===== config.mk =====
export PLATFORM = sky130hd
export DESIGN_NAME = card_dealer
export DESIGN_NICKNAME = d
export VERILOG_FILES = /design/src/rtl/card_dealer.sv
export SDC_FILE = /design/constraint.sdc
export NUM_CORES = 1
export LEC_CHECK = 0
export BUFFER_PORTS_ARGS = -buffer_cell sky130_fd_sc_hd__buf_2
export CORE_UTILIZATION = 65
export DETAILED_ROUTE_END_ITERATION = 16
export GPL_TIMING_DRIVEN = 0
export PLACE_DENSITY = 0.91
export RECOVER_POWER = 100
export SYNTH_ARGS = -nofsm -noshare
export SYNTH_HDL_FRONTEND = slang
export SYNTH_SLANG_ARGS = --single-unit

===== constraint.sdc =====
create_clock -name clock_i -period 6.74 [get_ports clock_i]
set_input_delay 0.337 -clock clock_i [delete_from_list [all_inputs] [get_ports clock_i]]
set_output_delay 0.337 -clock clock_i [all_outputs]
set_load 0.05 [all_outputs]

===== src/rtl/card_dealer.sv =====
// Deck buffer and dealer: captures a shuffled deck one card per cycle, then serves cards
// in order on request, each decoded to its blackjack point value. One card per two cycles.
module card_dealer #(
  parameter int DECK_SIZE     = 52,
  parameter int ID_W          = 6,
  parameter int CUT_THRESHOLD = 15
) (
  input  logic            clock_i,
  input  logic            reset_i,
  input  logic            load_valid_i,
  input  logic [ID_W-1:0] load_index_i,
  input  logic [ID_W-1:0] load_card_i,
  input  logic            load_done_i,
  input  logic            req_i,
  output logic            busy_o,
  output logic            card_valid_o,
  output logic [ID_W-1:0] card_id_o,
  output logic [3:0]      card_value_o,
  output logic            card_is_ace_o,
  output logic            card_bad_o,
  output logic [ID_W-1:0] cards_left_o,
  output logic            deck_empty_o,
  output logic            need_shuffle_o,
  output logic            req_err_o
);

  typedef enum logic [1:0] {S_EMPTY, S_LOAD, S_READY, S_DEAL} state_t;

  localparam logic [ID_W-1:0] DECK  = ID_W'(DECK_SIZE);
  localparam logic [ID_W-1:0] CUT   = ID_W'(CUT_THRESHOLD);
  localparam logic [ID_W-1:0] RANKS = ID_W'(13);

  state_t          state_q, state_d;
  logic [ID_W-1:0] ptr_q, ptr_d;
  logic [ID_W-1:0] left_q, left_d;
  logic [ID_W-1:0] rd_q;
  logic            rd_en;
  logic            commit;
  logic            req_err_q, req_err_d;
  logic            card_valid_q;
  logic [ID_W-1:0] card_id_q;
  logic [3:0]      card_value_q;
  logic            card_is_ace_q;
  logic            card_bad_q;

  logic [ID_W-1:0] mem_q [DECK_SIZE];

  logic [ID_W-1:0] rank;
  logic [3:0]      dec_val;
  logic            dec_ace;
  logic            dec_bad;

  // Deck storage is not reset; slots beyond the deck are silently dropped.
  always_ff @(posedge clock_i) begin
    if (!reset_i && load_valid_i && (load_index_i < DECK)) begin
      mem_q[load_index_i] <= load_card_i;
    end
    if (rd_en) begin
      rd_q <= mem_q[ptr_q];
    end
  end

  always_comb begin
    state_d   = state_q;
    ptr_d     = ptr_q;
    left_d    = left_q;
    rd_en     = 1'b0;
    commit    = 1'b0;
    req_err_d = 1'b0;
    case (state_q)
      S_EMPTY: begin
        if (load_valid_i) begin
          state_d = S_LOAD;
        end else if (req_i) begin
          req_err_d = 1'b1;
        end
      end
      S_LOAD: begin
        if (load_done_i) begin
          state_d = S_READY;
          ptr_d   = '0;
          left_d  = DECK;
        end
      end
      S_READY: begin
        if (load_valid_i) begin
          state_d = S_LOAD;
          ptr_d   = '0;
          left_d  = '0;
        end else if (req_i) begin
          if (left_q != '0) begin
            state_d = S_DEAL;
            rd_en   = 1'b1;
          end else begin
            req_err_d = 1'b1;
          end
        end
      end
      S_DEAL: begin
        // A reload during the read drops the pending card entirely.
        if (load_valid_i) begin
          state_d = S_LOAD;
          ptr_d   = '0;
          left_d  = '0;
        end else begin
          state_d = S_READY;
          commit  = 1'b1;
          ptr_d   = ptr_q + ID_W'(1);
          left_d  = left_q - ID_W'(1);
        end
      end
      default: state_d = S_EMPTY;
    endcase
  end

  always_comb begin
    rank    = rd_q % RANKS;
    dec_bad = (rd_q >= DECK);
    dec_ace = 1'b0;
    dec_val = 4'd0;
    if (!dec_bad) begin
      if (rank == '0) begin
        dec_val = 4'd1;
        dec_ace = 1'b1;
      end else if (rank < ID_W'(10)) begin
        dec_val = 4'(rank) + 4'd1;
      end else begin
        dec_val = 4'd10;
      end
    end
  end

  always_ff @(posedge clock_i) begin
    if (reset_i) begin
      state_q       <= S_EMPTY;
      ptr_q         <= '0;
      left_q        <= '0;
      req_err_q     <= 1'b0;
      card_valid_q  <= 1'b0;
      card_id_q     <= '0;
      card_value_q  <= '0;
      card_is_ace_q <= 1'b0;
      card_bad_q    <= 1'b0;
    end else begin
      state_q      <= state_d;
      ptr_q        <= ptr_d;
      left_q       <= left_d;
      req_err_q    <= req_err_d;
      card_valid_q <= commit;
      if (commit) begin
        card_id_q     <= rd_q;
        card_value_q  <= dec_val;
        card_is_ace_q <= dec_ace;
        card_bad_q    <= dec_bad;
      end
    end
  end

  assign busy_o         = (state_q == S_LOAD) || (state_q == S_DEAL);
  assign card_valid_o   = card_valid_q;
  assign card_id_o      = card_id_q;
  assign card_value_o   = card_value_q;
  assign card_is_ace_o  = card_is_ace_q;
  assign card_bad_o     = card_bad_q;
  assign cards_left_o   = left_q;
  assign deck_empty_o   = (state_q == S_READY) && (left_q == '0);
  assign need_shuffle_o = (left_q < CUT);
  assign req_err_o      = req_err_q;

endmodule


==> out/metrics.yaml <==
synthesis:
  synth_fa_ha_area_frac: 0.00704
  async_reset_ff_frac: 0
  synth_common_cells: "318 x edfxtp_1, 102 x mux4_2, 81 x nor2_1"
  synth_edf_count: 318
  synth-simple-area-share: 0.0567
  synth_top_family_by_area: "multiplexers"
  syn_avg_cell_area_sq_um: 18.5
  seq_area_frac_synth: 0.712
  synth_cells: 768
  synth_top_cell_area_share: 0.672
  synth_xor_area_frac: 0.00370
  ys_seq_elements: 346
  syn_area_sq_um: 14200
  yosysUniqueCellTypes: 67
  synth_top_cell_by_area: "edfxtp_1"
  syn_nets: 793
  synth-compound-area-share: 0.0395
  synth_ff_type: "edfxtp_1"
  synthMuxAreaShare: 0.164
  synth_warnings: 0
  synthMostInstantiatedCell: "edfxtp_1"
  synthTopCellsByArea: "edfxtp_1 67%, mux4_2 16%, dfxtp_1 3.9%"
setup_path:
  reg2reg_depth: 18
  r2r_slack_ns: 1.74
  crit_type: "flip-flop to flip-flop"
  reg2reg_from: "rd_q[2]$_DFFE_PP_"
  rr_endpoint: "card_value_o[2]$_SDFFE_PP0P_"
  setup.worst_path.end_class: "flip-flop"
  required_ns: 7.15
  cp_max_fo: 10
  worst_setup_path_start_kind: "flip-flop"
  crit_arrival_ns: 5.41
drt:
  wl_met3_mm: 3.83
  wl_mm: 36.8
  vias: 8185
  drtPass1Iterations: 5
  wl_met1_mm: 12.5
  avgRoutedWirePerCell_microns: 32.3
  antenna_left: 0
  wl_met2_mm: 18.7
  drt_drc_violations_left: 0
  avgViaCountPerCell: 7.18
  drtIter0Drc: 1343
  topRoutingLayerUsed: "met4"
grt:
  grt-ovfl-total: 0
  grt_usage: 0.350
  grt_max_degree: 53
  grt_pass1_wl_mm: 54.1
  first_global_vias: 8127
  antenna_found_initial: 0
floorplan:
  fp.dieH_microns: 150
  dieWidth_microns: 150
  die_area_sq_um: 22500
  core_area_sq_um: 21200
  initial_core_util: 0.670
  ioPinCount: 40
  rows: 53
worst_hold_path:
  hold_start: "req_i"
  hold_depth: 3
  hold_class: "input pin to flip-flop"
  hold_end: "req_err_o$_SDFF_PP0_"
timing:
  slew_viol_final: 318
  worst_pin_slew_ns: 2.59
  setup_viol: 0
  rsz0062_at_grt: "no"
  skew_ns: 0.0139
  holdWs_ns: 0.0636
  min_period_over_period: 0.742
  max_freq_mhz: 200
  slew_headroom: -0.724
  fin_ws_ns: 1.74
  hold_violations: 0
  fin_crit_ns: 5.00
  fin_setup_tns_ns: 0
clocking:
  post_cts_buffers: 0
  cts_tree: "built"
  clkLatencyLatePin_ns: 0.53
  cts_resized: 0
  cts.sinks: 346
  cts-root-buf: "clkbuf_16"
  htree_levels: 2
  numCtsBuffers: 34
  cts_buffer_depth: 3
  path_clk_slew_ns: 0.06
  ctsHoldBuffers: 0
pwr:
  switching_power_uw: 925
  p_leak_nw: 4.83
  pwr-share-clk: 0.433
  swShare: 0.211
  power_density_nw_per_um2: 279
  vdd_drop_max_uv: 302
  p_seq_frac: 0.538
  finalPower_mw: 4.39
  comb_power_share: 0.029
  p_int_mw: 3.47
final_layout:
  area_growth_pct: 10.9
  fin_cells: 1140
  fin_area_sq_um: 15800
  diodes: 0
  drive_above_1_share: 0.215
  final_nets: 866
  utilization: 0.743
placement:
  place_inst: 1080
  io_buffers: 37
  hpwl_mm: 21.5
  place_ws_ns: 2.54
  routabilityCongestion: 0.900
  dpl_cell_area_sq_um: 14700
flow_run:
  maxCapViolations: 6
status:
  outcome: "complete, but fails checks"
  violations: "max-capacitance violations, max-slew violations"
==> logic make-up (layout without fill, tap and decap cells) <==
kind of cell    Yosys count  count (layout)
flops                   346             346
simple gates            173             173
mux                     105             105
compound gates           73              73
buf+inv                  57             154
fa+ha+maj                 8               8
xor+xnor                  6               6
==> flip-flops by register name, indices dropped and copies added, names as in the netlist, 2 cells and up <==
register      cells
mem_q           312
card_id_o         6
cards_left_o      6
ptr_q             6
rd_q              6
card_value_o      4
state_q           2
==> how the worst max path moves through the flow <==
stage / start / end / slack [ns] / depth (start not counted)
floorplan: rd_q[2]$_DFFE_PP_ / card_value_o[2]$_SDFFE_PP0P_ / 2.99 / 18
global placement: rd_q[2]$_DFFE_PP_ / card_value_o[2]$_SDFFE_PP0P_ / 2.61 / 18
detailed placement: rd_q[2]$_DFFE_PP_ / card_value_o[2]$_SDFFE_PP0P_ / 2.54 / 18
CTS: rd_q[2]$_DFFE_PP_ / card_value_o[2]$_SDFFE_PP0P_ / 2.50 / 18
global route: rd_q[2]$_DFFE_PP_ / card_value_o[2]$_SDFFE_PP0P_ / 1.41 / 18
finish: rd_q[2]$_DFFE_PP_ / card_value_o[2]$_SDFFE_PP0P_ / 1.74 / 18
==> cells in the final DEF, fill, tap and decap left out, drive strengths merged, types with 3 or more instances in the layout <==
cell       n
inv       13
o211ai     4
a21oi     20
nand4      4
clkbuf    89
ha         8
bufinv     4
a2bb2oi    3
clkinv    16
or2        3
xor2       5
a21o       3
nor2b      4
o221ai     3
mux4     102
a211oi     6
or3        4
nand2     40
buf       32
or3b       3
nor3       5
edfxtp   318
o21ai     16
nand3b     5
nor4       4
and3       3
dfxtp     28
nand3      7
nand2b     4
nor2      81
==> area by class of cell <==
class	instances	area (sq um)
Buffer	46	201
Clock buffer	38	866
Clock inverter	22	214
Fill cell	1103	5460
Inverter	11	41.3
Multi-Input combinational cell	365	3840
Sequential cell	346	10100
Tap cell	275	344
Timing Repair Buffer	37	149
==> critical path, stage by stage (launching register included) <==
cell and delay (ns):
edfxtp_1 0.45, clkbuf_1 0.39, nand4b_1 0.19, a21boi_0 0.28, ha_1 0.20, clkbuf_1 0.33, mux2i_1 0.13, and3_4 0.20
or3_1 0.34, buf_6 0.15, a211oi_1 0.44, o221ai_1 0.28, inv_1 0.11, ha_1 0.16, o21ai_1 0.09, a2111oi_0 0.60
nor3_2 0.14, and2_0 0.17, a32o_1 0.23
==> metal layers <==
metal | up-vias | track usage
met5 | - | 0
met4 | 0 | 0.167
met3 | 141 | 0.0841
met2 | 689 | 0.571
met1 | 4114 | 0.447
li1 | 3241 | -
==> power by group through the flow <==
| stage | Combinational (mW) | Sequential (mW) | Clock [mW] |
|---|---|---|---|
| final | 0.129 | 2.36 | 1.90 |
| after global routing | 0.134 | 2.36 | 1.97 |
| after CTS | 0.128 | 2.36 | 1.89 |
| after detailed placement | 0.123 | 2.40 | 0 |
| after global placement | 0.116 | 2.40 | 0 |
| after floorplan | 0.0546 | 2.41 | 0 |
Power figures use the tool's default switching activity.
